$ cat config.mk
export PLATFORM = sky130hd
export DESIGN_NAME = trans_allocator_ipa_flat
export DESIGN_NICKNAME = d
export VERILOG_FILES = /design/src/rtl/trans_allocator_ipa_if.sv /design/src/rtl/trans_allocator_ipa.sv /design/src/flat_wrapper.sv
export SDC_FILE = /design/constraint.sdc
export NUM_CORES = 1
export LEC_CHECK = 0
export ABC_CLOCK_PERIOD_IN_PS = 1500
export CAP_MARGIN = 25
export CORE_UTILIZATION = 43
export DETAILED_ROUTE_END_ITERATION = 8
export PLACE_DENSITY = 0.77
export SKIP_CTS_REPAIR_TIMING = 1
export SYNTH_ARGS = -nofsm -noshare
export SYNTH_HDL_FRONTEND = slang
export SYNTH_SLANG_ARGS = --single-unit
$ cat constraint.sdc
create_clock -name clk_i -period 1.5 [get_ports clk_i]
set_input_delay 0.225 -clock clk_i [delete_from_list [all_inputs] [get_ports clk_i]]
set_output_delay 0.225 -clock clk_i [all_outputs]
set_load 0.05 [all_outputs]
$ cat src/rtl/trans_allocator_ipa_if.sv
// -----------------------------------------------------------------------------
// trans_allocator_ipa_if
// Bundles the allocation, release, synch-unit status and status/event signals
// of the transfer-ID allocator.
//   master : core/software side (drives requests and synch-unit inputs)
//   slave  : allocator side
// Signals:
//   alloc_req_i / alloc_core_i        allocation request and requesting core
//   alloc_gnt_o / alloc_sid_o         same-cycle grant and granted SID
//   free_req_i / free_sid_i           release request and SID to release
//   trans_status_i / term_sig_i       per-ID busy and completion pulse
//   busy_o / pending_o / full_o       per-ID allocated / active, none free
//   event_o / err_o                   per-core termination event, illegal free
// -----------------------------------------------------------------------------
interface trans_allocator_ipa_if #(
   parameter int NB_TRANSFERS    = 4,
   parameter int TRANS_SID_WIDTH = 2,
   parameter int NB_CORES        = 4,
   parameter int CORE_ID_WIDTH   = 2
);
   logic                       alloc_req_i;
   logic [CORE_ID_WIDTH-1:0]   alloc_core_i;
   logic                       alloc_gnt_o;
   logic [TRANS_SID_WIDTH-1:0] alloc_sid_o;
   logic                       free_req_i;
   logic [TRANS_SID_WIDTH-1:0] free_sid_i;
   logic [NB_TRANSFERS-1:0]    trans_status_i;
   logic [NB_TRANSFERS-1:0]    term_sig_i;
   logic [NB_TRANSFERS-1:0]    busy_o;
   logic [NB_TRANSFERS-1:0]    pending_o;
   logic                       full_o;
   logic [NB_CORES-1:0]        event_o;
   logic                       err_o;

   modport master (
      output alloc_req_i, alloc_core_i, free_req_i, free_sid_i,
             trans_status_i, term_sig_i,
      input  alloc_gnt_o, alloc_sid_o, busy_o, pending_o, full_o,
             event_o, err_o
   );

   modport slave (
      input  alloc_req_i, alloc_core_i, free_req_i, free_sid_i,
             trans_status_i, term_sig_i,
      output alloc_gnt_o, alloc_sid_o, busy_o, pending_o, full_o,
             event_o, err_o
   );
endinterface : trans_allocator_ipa_if

$ cat src/rtl/trans_allocator_ipa.sv
// -----------------------------------------------------------------------------
// trans_allocator_ipa
// Transfer-ID manager downstream of the per-ID synch units. Hands out the
// lowest free SID on a same-cycle req/gnt handshake, tracks each ID through
// FREE -> ALLOC -> ACTIVE -> DONE, raises a one-cycle event to the owning core
// when the ID's transfer terminates, and releases an ID only on an explicit
// free request. Illegal frees (ID in FREE/ACTIVE, or out-of-range SID) leave
// state untouched and pulse err_o one cycle later.
// Ports:
//   clk_i   clock
//   rst_ni  asynchronous active-low reset
//   bus_if  trans_allocator_ipa_if.slave (see interface file for signals)
// -----------------------------------------------------------------------------
module trans_allocator_ipa #(
   parameter int NB_TRANSFERS    = 4,
   parameter int TRANS_SID_WIDTH = 2,
   parameter int NB_CORES        = 4,
   parameter int CORE_ID_WIDTH   = 2
) (
   input  logic                  clk_i,
   input  logic                  rst_ni,
   trans_allocator_ipa_if.slave  bus_if
);

   typedef enum logic [1:0] {
      ST_FREE   = 2'b00,
      ST_ALLOC  = 2'b01,
      ST_ACTIVE = 2'b10,
      ST_DONE   = 2'b11
   } state_e;

   state_e                     state_q [NB_TRANSFERS];
   state_e                     state_d [NB_TRANSFERS];
   logic [CORE_ID_WIDTH-1:0]   owner_q [NB_TRANSFERS];
   logic [CORE_ID_WIDTH-1:0]   owner_d [NB_TRANSFERS];
   logic [NB_CORES-1:0]        event_q;
   logic [NB_CORES-1:0]        event_d;
   logic                       err_q;
   logic                       err_d;

   logic [NB_TRANSFERS-1:0]    free_vec_s;
   logic [NB_TRANSFERS-1:0]    pending_s;
   logic [NB_TRANSFERS-1:0]    free_hit_s;
   logic [NB_TRANSFERS-1:0]    free_ok_s;
   logic [NB_TRANSFERS-1:0]    term_acc_s;
   logic [NB_TRANSFERS-1:0]    grant_vec_s;
   logic [TRANS_SID_WIDTH-1:0] first_free_s;
   logic                       full_s;
   logic                       gnt_s;

   // Per-ID flags decoded from registered state and this cycle's requests
   always_comb begin
      free_vec_s  = {NB_TRANSFERS{1'b0}};
      pending_s   = {NB_TRANSFERS{1'b0}};
      free_hit_s  = {NB_TRANSFERS{1'b0}};
      free_ok_s   = {NB_TRANSFERS{1'b0}};
      term_acc_s  = {NB_TRANSFERS{1'b0}};
      for (int i = 0; i < NB_TRANSFERS; i++) begin
         free_vec_s[i] = (state_q[i] == ST_FREE);
         pending_s[i]  = (state_q[i] == ST_ACTIVE);
         // Out-of-range SIDs match no index, so they end up illegal
         free_hit_s[i] = bus_if.free_req_i &&
                         (bus_if.free_sid_i == TRANS_SID_WIDTH'(i));
         free_ok_s[i]  = free_hit_s[i] &&
                         ((state_q[i] == ST_ALLOC) || (state_q[i] == ST_DONE));
         term_acc_s[i] = bus_if.term_sig_i[i] &&
                         ((state_q[i] == ST_ALLOC) || (state_q[i] == ST_ACTIVE));
      end
   end

   assign full_s = ~(|free_vec_s);
   assign gnt_s  = bus_if.alloc_req_i & ~full_s;

   // Lowest-index FREE ID: scanning downward leaves the lowest hit last
   always_comb begin
      first_free_s = {TRANS_SID_WIDTH{1'b0}};
      for (int i = NB_TRANSFERS - 1; i >= 0; i--) begin
         first_free_s = free_vec_s[i] ? TRANS_SID_WIDTH'(i) : first_free_s;
      end
   end

   // One-hot of the ID being granted this cycle
   always_comb begin
      grant_vec_s = {NB_TRANSFERS{1'b0}};
      for (int i = 0; i < NB_TRANSFERS; i++) begin
         grant_vec_s[i] = gnt_s && (first_free_s == TRANS_SID_WIDTH'(i));
      end
   end

   // Next-state, owner capture, event and error computation
   always_comb begin
      event_d = {NB_CORES{1'b0}};
      err_d   = bus_if.free_req_i & ~(|free_ok_s);
      for (int i = 0; i < NB_TRANSFERS; i++) begin
         state_d[i] = state_q[i];
         owner_d[i] = owner_q[i];
         case (state_q[i])
            ST_FREE: begin
               if (grant_vec_s[i]) begin
                  state_d[i] = ST_ALLOC;
                  owner_d[i] = bus_if.alloc_core_i;
               end else begin
                  state_d[i] = ST_FREE;
               end
            end
            ST_ALLOC: begin
               if (free_hit_s[i]) begin
                  state_d[i] = ST_FREE;
               end else if (bus_if.term_sig_i[i]) begin
                  state_d[i] = ST_DONE;
               end else if (bus_if.trans_status_i[i]) begin
                  state_d[i] = ST_ACTIVE;
               end else begin
                  state_d[i] = ST_ALLOC;
               end
            end
            ST_ACTIVE: begin
               if (bus_if.term_sig_i[i]) begin
                  state_d[i] = ST_DONE;
               end else begin
                  state_d[i] = ST_ACTIVE;
               end
            end
            ST_DONE: begin
               // Free beats a re-use of the ID in the same cycle
               if (free_hit_s[i]) begin
                  state_d[i] = ST_FREE;
               end else if (bus_if.trans_status_i[i]) begin
                  state_d[i] = ST_ACTIVE;
               end else begin
                  state_d[i] = ST_DONE;
               end
            end
            default: begin
               state_d[i] = ST_FREE;
            end
         endcase
         // Terms of several IDs owned by one core merge into one pulse
         for (int c = 0; c < NB_CORES; c++) begin
            event_d[c] = event_d[c] |
                         (term_acc_s[i] && (owner_q[i] == CORE_ID_WIDTH'(c)));
         end
      end
   end

   // State, owner and registered output flops
   always_ff @(posedge clk_i or negedge rst_ni) begin
      if (!rst_ni) begin
         for (int i = 0; i < NB_TRANSFERS; i++) begin
            state_q[i] <= ST_FREE;
            owner_q[i] <= {CORE_ID_WIDTH{1'b0}};
         end
         event_q <= {NB_CORES{1'b0}};
         err_q   <= 1'b0;
      end else begin
         for (int i = 0; i < NB_TRANSFERS; i++) begin
            state_q[i] <= state_d[i];
            owner_q[i] <= owner_d[i];
         end
         event_q <= event_d;
         err_q   <= err_d;
      end
   end

   assign bus_if.alloc_gnt_o = gnt_s;
   assign bus_if.alloc_sid_o = full_s ? {TRANS_SID_WIDTH{1'b0}} : first_free_s;
   assign bus_if.busy_o      = ~free_vec_s;
   assign bus_if.pending_o   = pending_s;
   assign bus_if.full_o      = full_s;
   assign bus_if.event_o     = event_q;
   assign bus_if.err_o       = err_q;

endmodule : trans_allocator_ipa

$ cat src/flat_wrapper.sv
// flat-port wrapper written by rule: the top's interface ports become plain ports
module trans_allocator_ipa_flat 
#(
   parameter int NB_TRANSFERS    = 4,
   parameter int TRANS_SID_WIDTH = 2,
   parameter int NB_CORES        = 4,
   parameter int CORE_ID_WIDTH   = 2
)
  (clk_i, rst_ni, bus_if_alloc_req_i, bus_if_alloc_core_i, bus_if_free_req_i, bus_if_free_sid_i, bus_if_trans_status_i, bus_if_term_sig_i, bus_if_alloc_gnt_o, bus_if_alloc_sid_o, bus_if_busy_o, bus_if_pending_o, bus_if_full_o, bus_if_event_o, bus_if_err_o);
  trans_allocator_ipa_if #(.NB_TRANSFERS(NB_TRANSFERS), .TRANS_SID_WIDTH(TRANS_SID_WIDTH), .NB_CORES(NB_CORES), .CORE_ID_WIDTH(CORE_ID_WIDTH)) bus_if_i ();
  input  logic clk_i;
  input  logic rst_ni;
  input wire logic [$bits(bus_if_i.alloc_req_i)-1:0] bus_if_alloc_req_i;
  input wire logic [$bits(bus_if_i.alloc_core_i)-1:0] bus_if_alloc_core_i;
  input wire logic [$bits(bus_if_i.free_req_i)-1:0] bus_if_free_req_i;
  input wire logic [$bits(bus_if_i.free_sid_i)-1:0] bus_if_free_sid_i;
  input wire logic [$bits(bus_if_i.trans_status_i)-1:0] bus_if_trans_status_i;
  input wire logic [$bits(bus_if_i.term_sig_i)-1:0] bus_if_term_sig_i;
  output wire logic [$bits(bus_if_i.alloc_gnt_o)-1:0] bus_if_alloc_gnt_o;
  output wire logic [$bits(bus_if_i.alloc_sid_o)-1:0] bus_if_alloc_sid_o;
  output wire logic [$bits(bus_if_i.busy_o)-1:0] bus_if_busy_o;
  output wire logic [$bits(bus_if_i.pending_o)-1:0] bus_if_pending_o;
  output wire logic [$bits(bus_if_i.full_o)-1:0] bus_if_full_o;
  output wire logic [$bits(bus_if_i.event_o)-1:0] bus_if_event_o;
  output wire logic [$bits(bus_if_i.err_o)-1:0] bus_if_err_o;
  assign bus_if_i.alloc_req_i = bus_if_alloc_req_i;
  assign bus_if_i.alloc_core_i = bus_if_alloc_core_i;
  assign bus_if_i.free_req_i = bus_if_free_req_i;
  assign bus_if_i.free_sid_i = bus_if_free_sid_i;
  assign bus_if_i.trans_status_i = bus_if_trans_status_i;
  assign bus_if_i.term_sig_i = bus_if_term_sig_i;
  assign bus_if_alloc_gnt_o = bus_if_i.alloc_gnt_o;
  assign bus_if_alloc_sid_o = bus_if_i.alloc_sid_o;
  assign bus_if_busy_o = bus_if_i.busy_o;
  assign bus_if_pending_o = bus_if_i.pending_o;
  assign bus_if_full_o = bus_if_i.full_o;
  assign bus_if_event_o = bus_if_i.event_o;
  assign bus_if_err_o = bus_if_i.err_o;
  trans_allocator_ipa #(.NB_TRANSFERS(NB_TRANSFERS), .TRANS_SID_WIDTH(TRANS_SID_WIDTH), .NB_CORES(NB_CORES), .CORE_ID_WIDTH(CORE_ID_WIDTH)) u_core (.clk_i(clk_i), .rst_ni(rst_ni), .bus_if(bus_if_i));
endmodule
* Word-level counts from Yosys, hierarchy flattened *
Index checks and enable logic that the tools add are counted.

storage, ports and cells
  word-level logic and storage cells = 150
  input bits = 16
  flip-flop bits (word level) = 21

cells by class
  muxes and demuxes = 37
  reduce and logical (&&, ||, !) cells = 56
  bitwise gates (word level) = 17
  eq/ne operators = 30

operator list
  kind                  number
  $mux W2               21
  $eq A2 B2 Y1 const B  20
  $logic_and A1 B1 Y1   32
  $pmux W2 S4           4
  $eq A2 B1 Y1 const B  10
  $logic_not A2 Y1      10
  $mux W1               12
  $or A1 B1 Y1          12
  $logic_or A1 B1 Y1    8
  $reduce_and A2 Y1     4
  $reduce_or A4 Y1      2
  $not A4 Y4            1
  $and A1 B1 Y1         2
  $not A1 Y1            2

* Logic depth before layout (Yosys ltp) *
Gate-level depths: netlist of the first run.

  depth after elaboration = 9
  depth in mapped cells = 6
  gate-level depth less buffers = 5

* Worst setup path before layout of the first run *
OpenSTA, ideal clock, no wires.

  path type = register to output
  from = register u_core.state_q[4] (netlist name)
  to = output port bus_if_alloc_gnt_o
  path slack = -1,738 ps
  stages on the path, launching flop included = 6
  path buffers = 1
  arrival = 3,013 ps
  cells stage by stage = dfrtp_1 inv_1 ha_1 buf_6 nor4_1 nor2b_1

between the ends
  longest elaborated chain between the ends = 3

RTL lines
  element                          RTL line                    RTL
  start, declared                  trans_allocator_ipa.sv:32   state_e state_q [NB_TRANSFERS];
  start signal, assigned by index  trans_allocator_ipa.sv:157  state_q[i] <= state_d[i];
  $logic_not A2 Y1                 trans_allocator_ipa.sv:59   free_vec_s[i] = (state_q[i] == ST_FREE);
  $reduce_or A4 Y1                 trans_allocator_ipa.sv:71   assign full_s = ~(|free_vec_s);
  $and A1 B1 Y1                    trans_allocator_ipa.sv:72   assign gnt_s = bus_if.alloc_req_i & ~full_s;
  end, declared                    flat_wrapper.sv:19          output wire logic [$bits(bus_if_i.alloc_gnt_o)-1:0] bus_if_alloc_gnt_o;

Every way passes these cells.

* Worst setup path in the final report of the first run *
  from = register u_core.state_q[0] (netlist name)
  to = output port bus_if_full_o

between the ends
  longest elaborated chain between the ends = 3

RTL lines
  element           RTL line                   RTL
  $logic_not A2 Y1  trans_allocator_ipa.sv:59
  $reduce_or A4 Y1  trans_allocator_ipa.sv:71
  $not A1 Y1        trans_allocator_ipa.sv:71
  end, declared     flat_wrapper.sv:23         output wire logic [$bits(bus_if_i.full_o)-1:0] bus_if_full_o;

Every way passes these cells.

==> results of run 1 <==
## placed cells by master, fill, tap and decap left out, types with 2 or more instances in the layout
cell	count
a221oi_1	2
a21boi_0	2
nor3_1	6
ha_1	10
buf_4	43
o21ai_0	4
a21oi_1	4
a211oi_1	4
nand2_1	9
ha_4	7
mux2_4	5
clkbuf_4	3
inv_2	9
nand2_2	2
dfrtp_1	21
buf_12	10
nand3_1	5
clkdlybuf4s50_1	15
inv_1	3
nor4_1	2
nand4_1	5
buf_6	8
nor3b_1	2
a211o_1	3
clkinvlp_4	2
nor2_1	10
mux2_2	3
## per-layer routing
metal | up-vias | part of all wire | track usage
met5 | - | 0 | 0
met2 | 104 | 0.52 | 0.425
met3 | 30 | 0.067 | 0.0262
met4 | 0 | 0.045 | 0.0963
li1 | 685 | - | -
met1 | 793 | 0.37 | 0.329
## flip-flops by register name, summed over array words and instances (netlist names)
signal and count:
u_core.bus_if.event_o 4, u_core.owner_q 8, u_core.state_q 8, u_core.bus_if.err_o 1
## stage by stage
step	power, W	setup TNS (ns)	setup slack, ns	hold slack (ns)	std cells
4_1_cts	0.00345	-2.21	-0.359	0.260	252
3_5_place_dp	0.00317	-0.374	-0.0688	0.579	248
3_3_place_gp	0.00309	-0.246	-0.0442	0.567	248
5_1_grt	0.00418	-3.93	-0.455	0.277	268
6_report	0.00402	-3.13	-0.414	0.277	268
2_1_floorplan	0.00227	-1.61	-0.377	-0.0706	146
## final timing paths
| check | end | start | cells past startpoint |
|---|---|---|---|
| max | bus_if_full_o | u_core.state_q[0] | 5 |
| max reg2reg | u_core.owner_q[1] | u_core.state_q[3] | 6 |
| min | u_core.state_q[2] | rst_ni | 2 |
| min reg2reg | u_core.owner_q[7] | u_core.owner_q[7] | 1 |
| min in group clk_i | u_core.state_q[3] | bus_if_trans_status_i[2] | 3 |
| max in group asynchronous | u_core.owner_q[4] | rst_ni | 2 |
## worst max-delay path: stages (launching register included)
cell,delay (ns)
dfrtp_1,0.43
inv_2,0.08
ha_4,0.20
nor4_4,0.34
buf_4,0.20
buf_12,0.13
## power groups by stage
stage,Sequential (W),Combinational [W],Clock (W)
2_1_floorplan,0.00109,0.00118,0
3_3_place_gp,0.000943,0.00215,0
3_5_place_dp,0.000958,0.00221,0
4_1_cts,0.000949,0.00222,0.000283
5_1_grt,0.00101,0.00285,0.000322
6_report,0.000987,0.00273,0.000297
## cells by family (layout without fill, tap and decap cells)
family	Yosys count	in the layout
simple gates	52	52
fa+ha+maj	18	18
compound gates	30	30
flops	21	21
mux	8	8
buf+inv	17	95
## layout make-up
cell class              count  area share
inverters                  15      0.0269
repair buffers             76       0.309
multi-input cells         108       0.417
flip-flops and latches     21       0.213
clock inverters             1     0.00203
well taps                  44      0.0223
clock buffers               3     0.00913
==> impl_metrics.json, run 1 <==
{
  "status": "finished, violations left",
  "violations": "setup timing",
  "worst_slack_ns": -0.414,
  "synth_fp_nets": 180,
  "finalCriticalPeriod_ns": 1.91,
  "hold_viol": 0,
  "fill_cells": 190,
  "syn_avg_cell_area_um2": 9.76,
  "dp_hpwl_mm": 3.22,
  "comb_power_share": 0.680,
  "worstHoldPathType": "input pin to asynchronous set/reset pin",
  "rsz0062_at_grt": "yes",
  "async_flop_share": 1.00,
  "post_dp_cell_area_um2": 2180,
  "synthCells": 146,
  "tightestPinTransition_ns": 0.356,
  "area_growth_pct": 73.1,
  "muxShareOfSynthArea": 0.0632,
  "firstDrtPassIters": 4,
  "crit_fanout": 6,
  "fin_area_um2": 2470,
  "die_w_um": 59.6,
  "vias": 1612,
  "synth_top_area_share": 0.369,
  "drive_gt1_frac": 0.496,
  "initialDrtViolationCount": 93,
  "utilization": 0.795,
  "clockBufferDepth": 2,
  "grt_pass1_wl_mm": 6.51,
  "synth_area_leaders": "dfrtp_1, ha_1, mux2_2",
  "antenna_found_initial": 0,
  "multi_input_area_um2": 1030,
  "grt_max_degree": 22,
  "arrival_ns": 1.69,
  "cts_buffers": 3,
  "start_kind": "register",
  "fmax_mhz": 523,
  "clock_skew_ns": 0.00338,
  "initial_core_util": 0.459,
  "min_period_over_period": 1.28,
  "die_y_um": 59.6,
  "cts_tree": "done",
  "endpoint_kind": "output pin",
  "core_area_um2": 3100,
  "regArea_um2": 526,
  "ys_seq_elements": 21,
  "io_buffers": 32,
  "synth_area_leader_cell": "dfrtp_1",
  "rows": 20,
  "ant_nets": 0,
  "grt_pass1_vias": 1372,
  "synth_ff_type": "dfrtp_1",
  "relSlewSlack": 0.759,
  "synthAdderAreaFrac": 0.158,
  "htreeDepth": 1,
  "grt_usage": 0.251,
  "place_congestion": 0.900,
  "setup_violations": 20,
  "cts-root-buf": "clkbuf_4",
  "synth_edf_count": 0,
  "synth_top_family_by_area": "simple AND/OR/NAND/NOR gates",
  "synthSimpleGateAreaFrac": 0.200,
  "clkTransAtPathRegs_ns": 0.13,
  "clock_power_share": 0.074,
  "final_nets": 259,
  "p_leak_nw": 1.10,
  "ios": 33,
  "drt-total-wl_mm": 5.29,
  "yosys.area_share.xor_xnor": 0,
  "diodes": 0,
  "switching_share": 0.457,
  "drv_cap": 0,
  "yosysWarnings": 0,
  "p_int_w": 0.00218,
  "viasPerCell": 6.01,
  "synth-compound-area-share": 0.155,
  "cts.sinks": 21,
  "synth.cell_area_um2": 1430,
  "synthMostInstantiatedCell": "dfrtp_1",
  "reg2reg_slack_ns": -0.19,
  "critPathKind": "register to output pin",
  "netlist_top_cells_count": "dfrtp_1, ha_1, inv_1",
  "ys_seq_area_frac": 0.369,
  "synth.distinct_cells": 30,
  "grt_overflow": 0,
  "drc": 0,
  "die_area_um2": 3550,
  "power_frac_seq": 0.246,
  "peakVddDrop_mv": 0.976,
  "cp.required_ns": 1.27,
  "drt-wirelength-per-cell_um": 19.7,
  "power_switching_w": 0.00183,
  "insertion_delay_ns": 0.31,
  "cellPowerDensity_nw_per_um2": 1630,
  "maxSlewViolCount": 0
}
(Power assumes the default switching activity.)
==> run 2: changes to the inputs <==
- CELL_PAD_IN_SITES_DETAIL_PLACEMENT: not set -> 0
- CELL_PAD_IN_SITES_GLOBAL_PLACEMENT: not set -> 1
- CORE_UTILIZATION: 43 -> 34
- PLACE_DENSITY: 0.77 -> 0.79
==> impl_metrics.json, run 2 (synthesis gave the netlist of run 1 again) <==
{
  "status": "finished, violations left",
  "violations": "setup timing",
  "setup_violations": 11,
  "p_int_w": 0.00211,
  "ios": 33,
  "insertion_delay_ns": 0.27,
  "hold_viol": 0,
  "initial_core_util": 0.356,
  "vias": 1430,
  "r2r_end": "u_core.owner_q[0]",
  "comb_power_share": 0.642,
  "min_period_over_period": 1.17,
  "grt_overflow": 0,
  "finalSetupTns_ns": -1.81,
  "diodes": 0,
  "critPathLaunch": "u_core.state_q[5]",
  "drive_gt1_frac": 0.480,
  "dp_hpwl_mm": 3.13,
  "peakVddDrop_mv": 0.952,
  "power_switching_w": 0.00167,
  "fmax_mhz": 569,
  "core_area_um2": 4000,
  "clock_power_share": 0.106,
  "final_nets": 256,
  "grt_pass1_vias": 1386,
  "finalCriticalPeriod_ns": 1.76,
  "drt-total-wl_mm": 4.05,
  "cts-root-buf": "clkbuf_8",
  "drv_cap": 0,
  "p_leak_nw": 1.07,
  "die_w_um": 66.7,
  "cts.sinks": 21,
  "reg2reg_slack_ns": -0.22,
  "rsz0062_at_grt": "yes",
  "endpoint_kind": "output pin",
  "hold_ws_ns": 0.293,
  "power_frac_seq": 0.252,
  "rows": 23,
  "htreeDepth": 1,
  "cts_buffers": 3,
  "io_buffers": 32,
  "timing.rr.start": "u_core.state_q[2]",
  "worst_slack_ns": -0.257,
  "place_congestion": 0.760,
  "clkTransAtPathRegs_ns": 0.08,
  "mostFrequentLayoutCells": "buf_4, dfrtp_1, clkdlybuf4s50_1",
  "switching_share": 0.442,
  "tightestPinTransition_ns": 0.323,
  "viasPerCell": 5.28,
  "start_kind": "register",
  "critPathKind": "register to output pin",
  "clockBufferDepth": 2,
  "area_growth_pct": 69.3,
  "drc": 0,
  "die_area_um2": 4450,
  "maxSlewViolCount": 0,
  "grt_pass1_wl_mm": 6.33,
  "firstDrtPassIters": 4,
  "antenna_found_initial": 0,
  "cp.required_ns": 1.27,
  "pre_cts_ws_ns": -0.138,
  "cellPowerDensity_nw_per_um2": 1570,
  "ant_nets": 0,
  "grt_usage": 0.193,
  "arrival_ns": 1.53,
  "grt_max_degree": 22,
  "crit_fanout": 5,
  "clock_skew_ns": 0.00116,
  "final_common_cell": "buf_4",
  "drt-wirelength-per-cell_um": 14.9,
  "reg2reg_depth": 7,
  "die_y_um": 66.7,
  "cts_tree": "done",
  "worstHoldPathType": "input pin to asynchronous set/reset pin",
  "relSlewSlack": 0.783,
  "initialDrtViolationCount": 56,
  "utilization": 0.603
}
==> run 2: worst max-delay path by stage <==
stage / to / slack (ns) / depth (start not counted)
3_3_place_gp: u_core.owner_q[2] / -0.08 / 4
2_1_floorplan: bus_if_alloc_gnt_o / -0.38 / 5
4_1_cts: bus_if_alloc_sid_o[0] / -0.36 / 5
6_report: bus_if_alloc_gnt_o / -0.26 / 6
5_1_grt: bus_if_alloc_sid_o[1] / -0.31 / 5
3_5_place_dp: u_core.owner_q[2] / -0.14 / 4
==> run 2: layer usage <==
metal  share of wire  GRT usage  vias to the layer above
li1                -          -                      680
met1            0.42      0.235                      703
met2            0.52      0.337                       39
met3           0.030     0.0257                        8
met4           0.023     0.0824                        0
met5               0          0                        -
==> run 2: layout make-up <==
cell class,instances,area [um^2]
Fill cell,339,1590
Tap cell,50,62.6
Timing Repair Buffer,73,726
Multi-Input combinational cell,108,986
Clock buffer,3,41.3
Inverter,15,63.8
Clock inverter,1,7.51
Sequential cell,21,526
==> run 2: power groups by stage <==
stage	sequential [W]	clock, W	combinational (W)
finish	0.000952	0.000399	0.00243
global route	0.000983	0.000429	0.00258
CTS	0.000946	0.000406	0.00220
detailed placement	0.000954	0	0.00219
global placement	0.000945	0	0.00212
floorplan	0.00109	0	0.00118
==> run 2: worst max-delay path: stages, from the launching register on <==
cell     delay, ns
dfrtp_1       0.37
inv_2         0.07
ha_4          0.18
nor4_4        0.30
buf_4         0.17
nor2b_4       0.04
buf_12        0.14
==> run 2: through the flow <==
step	area (um^2)	std cells	total power [W]
floorplan	1540	146	0.00227
global placement	2180	253	0.00307
detailed placement	2180	253	0.00314
CTS	2230	257	0.00355
global route	2410	271	0.00400
finish	2410	271	0.00378
==> run 3: changes to the inputs <==
- CORE_ASPECT_RATIO: not set -> 0.75
- CTS_CLUSTER_DIAMETER: not set -> 40
- PLACE_DENSITY: 0.79 -> 0.76
==> impl_metrics.json, run 3 (synthesis gave the netlist of run 1 again) <==
{
  "grt_pass1_vias": 1365,
  "dp_hpwl_mm": 3.29,
  "slowest_delay_ns": 0.37,
  "clkTransAtPathRegs_ns": 0.09,
  "die_w_um": 76.8,
  "clock_skew_ns": 0.00587,
  "area_growth_pct": 73.7,
  "drc": 0,
  "relSlewSlack": 0.743,
  "antenna_found_initial": 0,
  "core_area_um2": 3830,
  "die_y_um": 58.1,
  "p_leak_nw": 1.10,
  "drt-total-wl_mm": 4.40,
  "final_nets": 260,
  "cts_tree": "done",
  "finalSetupTns_ns": -2.20,
  "diodes": 0,
  "drv_cap": 0,
  "tightestPinTransition_ns": 0.381,
  "ant_nets": 0,
  "htreeDepth": 1,
  "worst_slack_ns": -0.307,
  "min_period_over_period": 1.20,
  "grt_usage": 0.193,
  "cp.required_ns": 1.27,
  "insertion_delay_ns": 0.27,
  "rsz0062_at_grt": "yes",
  "rows": 19,
  "vias": 1379,
  "drive_gt1_frac": 0.498,
  "viasPerCell": 4.98,
  "critPathKind": "register to output pin",
  "hold_viol": 0,
  "cpMaxStageDelayCell": "dfrtp_1",
  "io_buffers": 32,
  "maxSlewViolCount": 0,
  "grt_max_degree": 22,
  "finalCriticalPeriod_ns": 1.81,
  "violations": "setup timing",
  "clockBufferDepth": 2,
  "setup_violations": 12,
  "place_congestion": 0.865,
  "ios": 33,
  "grt_pass1_wl_mm": 6.55,
  "crit_chain": "inv_2 > ha_4 > nor4_4 > buf_4 > nor2b_4 > buf_12",
  "status": "finished, violations left",
  "initialDrtViolationCount": 55,
  "mostFrequentLayoutCells": "buf_4, dfrtp_1, clkdlybuf4s50_1, ha_1",
  "grt_overflow": 0,
  "fmax_mhz": 553,
  "drt-wirelength-per-cell_um": 15.9,
  "firstDrtPassIters": 4,
  "worstHoldPathType": "input pin to asynchronous set/reset pin",
  "endpoint_kind": "output pin",
  "cts.sinks": 21,
  "start_kind": "register",
  "cts_buffers": 3,
  "final_common_cell": "buf_4",
  "initial_core_util": 0.372,
  "cellPowerDensity_nw_per_um2": 1580,
  "crit_fanout": 5,
  "peakVddDrop_mv": 0.865,
  "post_dp_cell_area_um2": 2220,
  "fin_area_um2": 2470,
  "arrival_ns": 1.58,
  "cts-root-buf": "clkbuf_8",
  "die_area_um2": 4460
}
-- run 3: changes by cell type in the layout (fill, tap and decap cells not counted), sizes merged --
cell	change
buf	+4
clkinv	+1
clkinvlp	-1
-- run 3: through the flow --
| step | worst slack, ns | power [W] | instances | utilization | hold WS [ns] |
|---|---|---|---|---|---|
| after floorplan | -0.377 | 0.00227 | 146 | - | -0.0706 |
| after global placement | -0.0516 | 0.00317 | 260 | 0.581 | 0.565 |
| after detailed placement | -0.120 | 0.00321 | 260 | 0.581 | 0.574 |
| after CTS | -0.327 | 0.00361 | 264 | 0.593 | 0.314 |
| after global routing | -0.369 | 0.00414 | 277 | 0.647 | 0.345 |
| final | -0.307 | 0.00390 | 277 | 0.647 | 0.300 |
-- run 3: critical path, delay by kind of cell (launching register included) --
family / cells / cell delay (ns)
simple gates: 2 / 0.36
buf+inv: 3 / 0.39
flops: 1 / 0.37
fa+ha+maj: 1 / 0.19
-- run 3: area by class of cell --
| cell class | count | area, um^2 |
|---|---|---|
| Clock inverter | 1 | 5.00 |
| Timing Repair Buffer | 77 | 767 |
| Multi-Input combinational cell | 108 | 1010 |
| Fill cell | 281 | 1350 |
| Clock buffer | 3 | 41.3 |
| Inverter | 15 | 63.8 |
| Sequential cell | 21 | 526 |
| Tap cell | 52 | 65.1 |
-- run 3: worst paths after layout --
kind	slack, ns	to	from	cells after the start
worst min register to register	0.60	u_core.owner_q[6]	u_core.owner_q[6]	1
min in group clk_i	0.60	u_core.owner_q[6]	u_core.owner_q[6]	1
worst max register to register	-0.25	u_core.owner_q[0]	u_core.state_q[2]	7
worst min-delay path	0.30	u_core.state_q[5]	rst_ni	2
worst max-delay path	-0.31	bus_if_alloc_gnt_o	u_core.state_q[5]	6
max in group asynchronous	0.97	u_core.state_q[0]	rst_ni	2
-- run 3: routing by layer --
layer | up-vias | global-route usage | part of all wire
met2 | 28 | 0.325 | 0.49
li1 | 684 | - | -
met4 | 0 | 0.0467 | 0.0068
met3 | 4 | 0.0346 | 0.036
met1 | 663 | 0.259 | 0.46
met5 | - | 0 | 0
-- run 3: where the power goes --
group	leakage (nW)	internal, W	switching [W]
combinational	0.806	0.00123	0.00133
sequential	0.272	0.000764	0.000188
clock	0.0255	0.000186	0.000205
total	1.10	0.00218	0.00172
